File: config.mk
export PLATFORM = sky130hd
export DESIGN_NAME = stonyman_capture_flat
export DESIGN_NICKNAME = d
export VERILOG_FILES = /design/src/rtl/stonyman_capture_pkg.sv /design/src/rtl/stonyman_capture_if.sv /design/src/rtl/stonyman_pulse.sv /design/src/rtl/stonyman_capture.sv /design/src/flat_wrapper.sv
export SDC_FILE = /design/constraint.sdc
export NUM_CORES = 1
export LEC_CHECK = 0
export BUFFER_PORTS_ARGS = -buffer_cell sky130_fd_sc_hd__buf_2
export CAP_MARGIN = 40
export CORE_MARGIN = 8
export CORE_UTILIZATION = 55
export CTS_CLUSTER_DIAMETER = 150
export DETAILED_ROUTE_END_ITERATION = 12
export GPL_TIMING_DRIVEN = 0
export PLACE_DENSITY = 0.84
export SYNTH_ARGS = -nofsm -noshare
export SYNTH_HDL_FRONTEND = slang
export SYNTH_SLANG_ARGS = --single-unit
File: constraint.sdc
create_clock -name PCLK -period 3.7 [get_ports PCLK]
set_input_delay 0.555 -clock PCLK [delete_from_list [all_inputs] [get_ports PCLK]]
set_output_delay 0.555 -clock PCLK [all_outputs]
set_load 0.01 [all_outputs]
File: src/rtl/stonyman_capture_pkg.sv
// Shared definitions for the Stonyman frame sequencer.
//  state_e      : sequencer FSM states
//  WREN_IDLE    : idle level of the active-low FIFO write strobe
//  LINE_*       : one-hot select of the sensor pointer line driven by the shared pulse generator,
//                 bit order {RESV, RESP, INCV, INCP}
//  clog2_min1() : $clog2 clamped to a minimum width of 1
package stonyman_capture_pkg;

   typedef enum logic [2:0] {
      StIdle, StVrst, StHrst, StSettle, StConv, StWrite, StAdv
   } state_e;

   localparam logic WREN_IDLE = 1'b1;

   localparam logic [3:0] LINE_RESV = 4'b1000;
   localparam logic [3:0] LINE_RESP = 4'b0100;
   localparam logic [3:0] LINE_INCV = 4'b0010;
   localparam logic [3:0] LINE_INCP = 4'b0001;

   function automatic int unsigned clog2_min1(input int unsigned n);
      return (n <= 1) ? 1 : $clog2(n);
   endfunction

endpackage

File: src/rtl/stonyman_capture_if.sv
// Signal bundle between the frame sequencer and its surroundings (register block, pixel FIFO,
// Stonyman sensor, external ADC).
//  master : the sequencer (drives BUSY, WREN, PIXELOUT, pointer pulses, ADC_START)
//  slave  : the environment (drives START_CAPTURE, FULL, ADC_DONE, ADC_DATA)
interface stonyman_capture_if;

   logic       START_CAPTURE;
   logic       BUSY;
   logic       FULL;
   logic       WREN;
   logic [7:0] PIXELOUT;
   logic       RESV;
   logic       INCV;
   logic       RESP;
   logic       INCP;
   logic       ADC_START;
   logic       ADC_DONE;
   logic [7:0] ADC_DATA;

   modport master (
      input  START_CAPTURE, FULL, ADC_DONE, ADC_DATA,
      output BUSY, WREN, PIXELOUT, RESV, INCV, RESP, INCP, ADC_START
   );

   modport slave (
      output START_CAPTURE, FULL, ADC_DONE, ADC_DATA,
      input  BUSY, WREN, PIXELOUT, RESV, INCV, RESP, INCP, ADC_START
   );

endinterface

File: src/rtl/stonyman_pulse.sv
// Shared sensor pointer pulse generator.
//  clk, rst_n : clock, asynchronous active-low reset
//  start      : begin a pulse on the line(s) given by sel (takes priority over a running pulse)
//  sel        : one-hot line select, latched on start
//  pulse      : registered line outputs, high for PULSE_CYCLES then low for PULSE_CYCLES
//  done       : high in the last low cycle, so the caller can move on at the next edge
module stonyman_pulse
   import stonyman_capture_pkg::*;
#(
   parameter int unsigned PULSE_CYCLES = 4
) (
   input  logic       clk,
   input  logic       rst_n,
   input  logic       start,
   input  logic [3:0] sel,
   output logic [3:0] pulse,
   output logic       done
);

   localparam int unsigned CNT_W = clog2_min1(PULSE_CYCLES);
   localparam logic [CNT_W-1:0] CNT_LAST = CNT_W'(PULSE_CYCLES - 1);

   logic [CNT_W-1:0] cnt_q, cnt_d;
   logic             active_q, active_d;
   logic             low_q, low_d;
   logic [3:0]       pulse_q, pulse_d;
   logic             cnt_last;

   assign cnt_last = (cnt_q == CNT_LAST);

   always_comb begin
      cnt_d    = cnt_q;
      active_d = active_q;
      low_d    = low_q;
      pulse_d  = pulse_q;
      if (start) begin
         cnt_d    = '0;
         active_d = 1'b1;
         low_d    = 1'b0;
         pulse_d  = sel;
      end else if (active_q) begin
         if (cnt_last) begin
            cnt_d = '0;
            if (low_q) begin
               active_d = 1'b0;
            end else begin
               low_d   = 1'b1;
               pulse_d = '0;
            end
         end else begin
            cnt_d = cnt_q + CNT_W'(1);
         end
      end
   end

   always_ff @(posedge clk or negedge rst_n) begin
      if (!rst_n) begin
         cnt_q    <= '0;
         active_q <= 1'b0;
         low_q    <= 1'b0;
         pulse_q  <= '0;
      end else begin
         cnt_q    <= cnt_d;
         active_q <= active_d;
         low_q    <= low_d;
         pulse_q  <= pulse_d;
      end
   end

   assign pulse = pulse_q;
   assign done  = active_q & low_q & cnt_last;

endmodule

File: src/rtl/stonyman_capture.sv
// Stonyman frame sequencer: on a START_CAPTURE request, walks the sensor row/column pointers,
// runs one ADC conversion per pixel and writes each raw 8-bit sample to the pixel FIFO,
// row-major from (0,0). BUSY is high for the whole frame.
//  PCLK, PRESERN : clock, asynchronous active-low reset
//  bus           : master side of stonyman_capture_if (handshake, FIFO, sensor and ADC signals)
module stonyman_capture
   import stonyman_capture_pkg::*;
#(
   parameter int unsigned ROWS          = 112,
   parameter int unsigned COLS          = 112,
   parameter int unsigned PULSE_CYCLES  = 4,
   parameter int unsigned SETTLE_CYCLES = 16
) (
   input  logic                PCLK,
   input  logic                PRESERN,
   stonyman_capture_if.master  bus
);

   localparam int unsigned ROW_W = clog2_min1(ROWS);
   localparam int unsigned COL_W = clog2_min1(COLS);
   localparam int unsigned TMR_W = clog2_min1(SETTLE_CYCLES);
   localparam logic [ROW_W-1:0] ROW_LAST = ROW_W'(ROWS - 1);
   localparam logic [COL_W-1:0] COL_LAST = COL_W'(COLS - 1);
   localparam logic [TMR_W-1:0] TMR_LAST = TMR_W'(SETTLE_CYCLES - 1);

   state_e           state_q, state_d;
   logic [ROW_W-1:0] row_q, row_d;
   logic [COL_W-1:0] col_q, col_d;
   logic [TMR_W-1:0] tmr_q, tmr_d;
   logic [7:0]       pix_q, pix_d;
   logic             busy_q, busy_d;
   logic             wren_q, wren_d;
   logic             adc_start_q, adc_start_d;

   logic             pulse_start;
   logic [3:0]       pulse_sel;
   logic [3:0]       pulse_lines;
   logic             pulse_done;
   logic             last_col, last_pix, adc_take;

   assign last_col = (col_q == COL_LAST);
   assign last_pix = last_col && (row_q == ROW_LAST);
   // A DONE coinciding with our own START belongs to no conversion of ours.
   assign adc_take = bus.ADC_DONE && !adc_start_q;

   stonyman_pulse #(
      .PULSE_CYCLES (PULSE_CYCLES)
   ) u_pulse (
      .clk   (PCLK),
      .rst_n (PRESERN),
      .start (pulse_start),
      .sel   (pulse_sel),
      .pulse (pulse_lines),
      .done  (pulse_done)
   );

   // State register
   always_ff @(posedge PCLK or negedge PRESERN) begin
      if (!PRESERN) state_q <= StIdle;
      else          state_q <= state_d;
   end

   // Next-state logic
   always_comb begin
      state_d = state_q;
      unique case (state_q)
         StIdle:   if (!bus.START_CAPTURE)    state_d = StVrst;
         StVrst:   if (pulse_done)            state_d = StHrst;
         StHrst:   if (pulse_done)            state_d = StSettle;
         StSettle: if (tmr_q == TMR_LAST)     state_d = StConv;
         StConv:   if (adc_take)              state_d = StWrite;
         StWrite:  if (!bus.FULL)             state_d = StAdv;
         StAdv: begin
            if (last_pix)        state_d = StIdle;
            else if (pulse_done) state_d = last_col ? StHrst : StSettle;
         end
         default:                             state_d = StIdle;
      endcase
   end

   // Output and datapath next values; every output is taken from a register.
   always_comb begin
      pulse_start = 1'b0;
      pulse_sel   = '0;
      row_d       = row_q;
      col_d       = col_q;
      tmr_d       = tmr_q;
      pix_d       = pix_q;
      wren_d      = WREN_IDLE;
      adc_start_d = 1'b0;
      busy_d      = (state_d != StIdle);
      unique case (state_q)
         StIdle: begin
            if (!bus.START_CAPTURE) begin
               pulse_start = 1'b1;
               pulse_sel   = LINE_RESV;
               row_d       = '0;
            end
         end
         StVrst: begin
            if (pulse_done) begin
               pulse_start = 1'b1;
               pulse_sel   = LINE_RESP;
               col_d       = '0;
            end
         end
         StSettle: begin
            if (tmr_q == TMR_LAST) begin
               tmr_d       = '0;
               adc_start_d = 1'b1;
            end else begin
               tmr_d = tmr_q + TMR_W'(1);
            end
         end
         StConv: begin
            if (adc_take) pix_d = bus.ADC_DATA;
         end
         StWrite: begin
            // Pointer pulse for the next pixel starts together with the write strobe.
            if (!bus.FULL) begin
               wren_d = ~WREN_IDLE;
               if (!last_pix) begin
                  pulse_start = 1'b1;
                  pulse_sel   = last_col ? LINE_INCV : LINE_INCP;
               end
            end
         end
         StAdv: begin
            if (!last_pix && pulse_done) begin
               if (last_col) begin
                  row_d       = row_q + ROW_W'(1);
                  col_d       = '0;
                  pulse_start = 1'b1;
                  pulse_sel   = LINE_RESP;
               end else begin
                  col_d = col_q + COL_W'(1);
               end
            end
         end
         default: ;
      endcase
   end

   always_ff @(posedge PCLK or negedge PRESERN) begin
      if (!PRESERN) begin
         row_q       <= '0;
         col_q       <= '0;
         tmr_q       <= '0;
         pix_q       <= '0;
         busy_q      <= 1'b0;
         wren_q      <= WREN_IDLE;
         adc_start_q <= 1'b0;
      end else begin
         row_q       <= row_d;
         col_q       <= col_d;
         tmr_q       <= tmr_d;
         pix_q       <= pix_d;
         busy_q      <= busy_d;
         wren_q      <= wren_d;
         adc_start_q <= adc_start_d;
      end
   end

   assign bus.BUSY      = busy_q;
   assign bus.WREN      = wren_q;
   assign bus.PIXELOUT  = pix_q;
   assign bus.ADC_START = adc_start_q;
   assign bus.RESV      = pulse_lines[3];
   assign bus.RESP      = pulse_lines[2];
   assign bus.INCV      = pulse_lines[1];
   assign bus.INCP      = pulse_lines[0];

endmodule

File: src/flat_wrapper.sv
// flat-port wrapper written by rule: the top's interface ports become plain ports
module stonyman_capture_flat import stonyman_capture_pkg::*;
#(
   parameter int unsigned ROWS          = 112,
   parameter int unsigned COLS          = 112,
   parameter int unsigned PULSE_CYCLES  = 4,
   parameter int unsigned SETTLE_CYCLES = 16
)
  (PCLK, PRESERN, bus_START_CAPTURE, bus_FULL, bus_ADC_DONE, bus_ADC_DATA, bus_BUSY, bus_WREN, bus_PIXELOUT, bus_RESV, bus_INCV, bus_RESP, bus_INCP, bus_ADC_START);
  stonyman_capture_if bus_i ();
  input  logic PCLK;
  input  logic PRESERN;
  input wire logic [$bits(bus_i.START_CAPTURE)-1:0] bus_START_CAPTURE;
  input wire logic [$bits(bus_i.FULL)-1:0] bus_FULL;
  input wire logic [$bits(bus_i.ADC_DONE)-1:0] bus_ADC_DONE;
  input wire logic [$bits(bus_i.ADC_DATA)-1:0] bus_ADC_DATA;
  output wire logic [$bits(bus_i.BUSY)-1:0] bus_BUSY;
  output wire logic [$bits(bus_i.WREN)-1:0] bus_WREN;
  output wire logic [$bits(bus_i.PIXELOUT)-1:0] bus_PIXELOUT;
  output wire logic [$bits(bus_i.RESV)-1:0] bus_RESV;
  output wire logic [$bits(bus_i.INCV)-1:0] bus_INCV;
  output wire logic [$bits(bus_i.RESP)-1:0] bus_RESP;
  output wire logic [$bits(bus_i.INCP)-1:0] bus_INCP;
  output wire logic [$bits(bus_i.ADC_START)-1:0] bus_ADC_START;
  assign bus_i.START_CAPTURE = bus_START_CAPTURE;
  assign bus_i.FULL = bus_FULL;
  assign bus_i.ADC_DONE = bus_ADC_DONE;
  assign bus_i.ADC_DATA = bus_ADC_DATA;
  assign bus_BUSY = bus_i.BUSY;
  assign bus_WREN = bus_i.WREN;
  assign bus_PIXELOUT = bus_i.PIXELOUT;
  assign bus_RESV = bus_i.RESV;
  assign bus_INCV = bus_i.INCV;
  assign bus_RESP = bus_i.RESP;
  assign bus_INCP = bus_i.INCP;
  assign bus_ADC_START = bus_i.ADC_START;
  stonyman_capture #(.ROWS(ROWS), .COLS(COLS), .PULSE_CYCLES(PULSE_CYCLES), .SETTLE_CYCLES(SETTLE_CYCLES)) u_core (.PCLK(PCLK), .PRESERN(PRESERN), .bus(bus_i));
endmodule
==> flow_summary.json <==
{
  "postLayoutSetupSlackWorst_ns": 1.73,
  "synth-xor-area-share_pct": 0.417,
  "worstReg2RegEnd": "u_core.u_pulse.low_q$_DFFE_PN0P_",
  "syn_avg_cell_area_sq_um": 10.4,
  "synth.top_cell.area_share_pct": 46.5,
  "arrival_ns": 2.13,
  "crit_fanout": 7,
  "p_per_area_nw_per_um2": 585,
  "syn_nets": 219,
  "final_nets": 255,
  "fp.dieArea_sq_um": 6050,
  "initial_utilization_pct": 57.3,
  "io_pins": 28,
  "via_per_inst": 5.90,
  "worst-r2r-setup-slack_ns": 1.73,
  "track_usage_pct": 14.7,
  "htree_levels": 2,
  "hold_class": "input pin to asynchronous set/reset pin",
  "ys_seq_area_share_pct": 47.8,
  "hold_viol_final": 0,
  "hpwlAfterDp_um": 3220,
  "fmax_mhz": 508,
  "grt_max_degree": 25,
  "grt_pass1_vias": 1634,
  "grt_pass1_wl_um": 7360,
  "r2r-start": "u_core.row_q[0]$_DFFE_PN0P_",
  "synth_compound_area_share_pct": 12.3,
  "finalSetupViolCount": 0,
  "postCtsSetupBuffers": 0,
  "dp_slack_ns": 1.72,
  "synth_top_family_by_area": "simple AND/OR/NAND/NOR gates",
  "tightest_slew_ns": 0.669,
  "maxCapViolations": 0,
  "yosys.area.top_type": "dfrtp_1",
  "syn_inst": 202,
  "max-slew-margin-rel_pct": 55.1,
  "cts-hold-fix-buffers": 0,
  "fin_crit_sh_pct": 53.2,
  "ctsLongestPathBuffers": 2,
  "yosysUniqueCellTypes": 48,
  "dr_total_vias": 1692,
  "ant_nets": 0,
  "numCtsBuffers": 5,
  "fin_skew_ns": 0.00672,
  "rsz0062_at_grt": "no",
  "grt_overflow": 0,
  "path_class": "flop to flop",
  "n_antenna_cell": 0,
  "synth-edff-count": 0,
  "rows": 22,
  "worstSetupEndpointType": "flop",
  "yosys-top-cells-area": "dfrtp_1, mux2i_1, mux2_2",
  "cp.required_ns": 3.86,
  "clock_latency_ns": 0.29,
  "antenna_found_initial": 0,
  "synth_mux_area_share_pct": 8.59,
  "period_minus_slack_ns": 1.97,
  "fp.dieH_um": 77.8,
  "cts.sinks": 40,
  "status": "finished, final reports clean",
  "tritoncts": "done",
  "routed_wl_um": 4360,
  "setup_tns_ns": 0,
  "synth-async-reset-ratio_pct": 100,
  "critical_path.startpoint_type": "flop",
  "dr.pass1.iters": 4,
  "slew_viol_final": 0,
  "port_buffers": 27,
  "drc_errors": 0,
  "clk_pin_slew_ns": 0.08,
  "ys_ff_latch": 40,
  "core_area_sq_um": 3660,
  "cts_resized": 0,
  "fp.dieW_um": 77.8,
  "peakVddDrop_mv": 0.215,
  "drive_above_1_share_pct": 25.9,
  "ys.warnings.count": 0,
  "synth_fa_ha_area_share_pct": 2.39,
  "area_delta_synth_final_pct": 15.5,
  "avgRoutedWirePerCell_um": 15.2,
  "synth_ff_type": "dfrtp_1",
  "synth-simple-area-share_pct": 23.4,
  "gp_congestion": 0.829,
  "drt-initial-drc-count": 106,
  "cts_root_buf": "clkbuf_8",
  "synth_area_sq_um": 2100,
  "power.leakage_nw": 1.11,
  "rr_worst_depth": 5
}
state kept, by name, indices dropped and copies added (netlist names):
signal,cells
u_core.bus.ADC_START,1
u_core.bus.BUSY,1
u_core.bus.PIXELOUT,8
u_core.bus.WREN,1
u_core.col_q,7
u_core.row_q,7
u_core.state_q,3
u_core.tmr_q,4
u_core.u_pulse.active_q,1
u_core.u_pulse.cnt_q,2
u_core.u_pulse.low_q,1
u_core.u_pulse.pulse,4
where the power goes:
group | total [W] | switching [W] | leakage (nW) | internal (W)
registers | 0.000630 | 0.0000743 | 0.516 | 0.000556
logic | 0.000494 | 0.000267 | 0.539 | 0.000227
clock network | 0.000294 | 0.000145 | 0.0510 | 0.000149
total | 0.00142 | 0.000487 | 1.11 | 0.000931
critical path: stages (launching register included):
cell and delay [ns]:
dfrtp_1 0.42, ha_1 0.22, nand4_1 0.24, nor4_4 0.53, a21oi_4 0.11, a2111oi_0 0.31
synthesized netlist by cell type (6+ instances only):
cell type   n
dfrtp_1    39
inv_1       9
nand4_1     6
nand2b_1    7
a21oi_1     7
nand3_1    10
o21ai_0     7
mux2i_1     9
mux2_2      8
nand2_1    21
nor4_1      6
kinds of logic (layout without fill, tap and decap cells):
family,after synthesis,after routing
AOI/OAI and AO/OA,36,36
and+or+nand+nor,83,83
adders and majority gates,4,4
buffers and inverters,21,58
DFF,40,40
muxes,17,17
xor gates and xnor gates,1,1
stage by stage:
stage / hold WS (ns) / instances / cell area (sq um) / util, % / power, W
2_1_floorplan: 0.259 / 202 / 2100 / - / 0.000963
3_3_place_gp: 0.468 / 277 / 2290 / 62.6 / 0.00110
3_5_place_dp: 0.491 / 279 / 2330 / 63.7 / 0.00114
4_1_cts: 0.197 / 287 / 2420 / 66.2 / 0.00143
5_1_grt: 0.210 / 287 / 2420 / 66.2 / 0.00152
6_report: 0.190 / 287 / 2420 / 66.2 / 0.00142
final cells by class:
cell class / count / area [sq um]
fillers: 262 / 1240
flip-flops and latches: 40 / 1000
multi-input cells: 141 / 990
repair buffers: 29 / 173
clock buffers: 6 / 82.6
plain buffers: 11 / 66.3
well taps: 48 / 60.1
inverters: 10 / 40.0
clock inverters: 2 / 10.0
placed cells by master, fill, tap and decap left out, types with 3 or more instances in the layout:
cell type / n
dfrtp_1: 39
and3b_1: 3
a21oi_1: 7
nand2b_1: 7
clkbuf_1: 3
nand3b_1: 4
nor4_1: 6
mux2_2: 8
clkbuf_8: 6
nand3_1: 10
nand2_1: 21
nand4_1: 6
nor3_1: 5
a31oi_1: 5
buf_2: 32
o21ai_0: 7
mux2i_1: 9
nor2_1: 4
inv_1: 9
ha_1: 4
and3_1: 4
metal layers:
metal | wire (um) | share of wire, % | GRT usage [%]
met4 | 44 | 1.0 | 4.91
met3 | 281 | 6.4 | 5.65
met5 | 0 | 0 | 0
met1 | 1920 | 44 | 16.8
met2 | 2110 | 48 | 24.6
how the worst max path moves through the flow:
stage                                          endpoint                           startpoint
detailed placement     u_core.u_pulse.low_q$_DFFE_PN0P_          u_core.row_q[0]$_DFFE_PN0P_
finish                 u_core.u_pulse.low_q$_DFFE_PN0P_          u_core.row_q[0]$_DFFE_PN0P_
CTS                    u_core.u_pulse.low_q$_DFFE_PN0P_          u_core.row_q[0]$_DFFE_PN0P_
floorplan                   u_core.row_q[1]$_DFFE_PN0P_  u_core.u_pulse.cnt_q[0]$_DFFE_PN0P_
global route           u_core.u_pulse.low_q$_DFFE_PN0P_          u_core.row_q[0]$_DFFE_PN0P_
global placement    u_core.u_pulse.pulse[2]$_DFFE_PN0P_          u_core.state_q[1]$_DFF_PN0_
(Power assumes the default switching activity.)
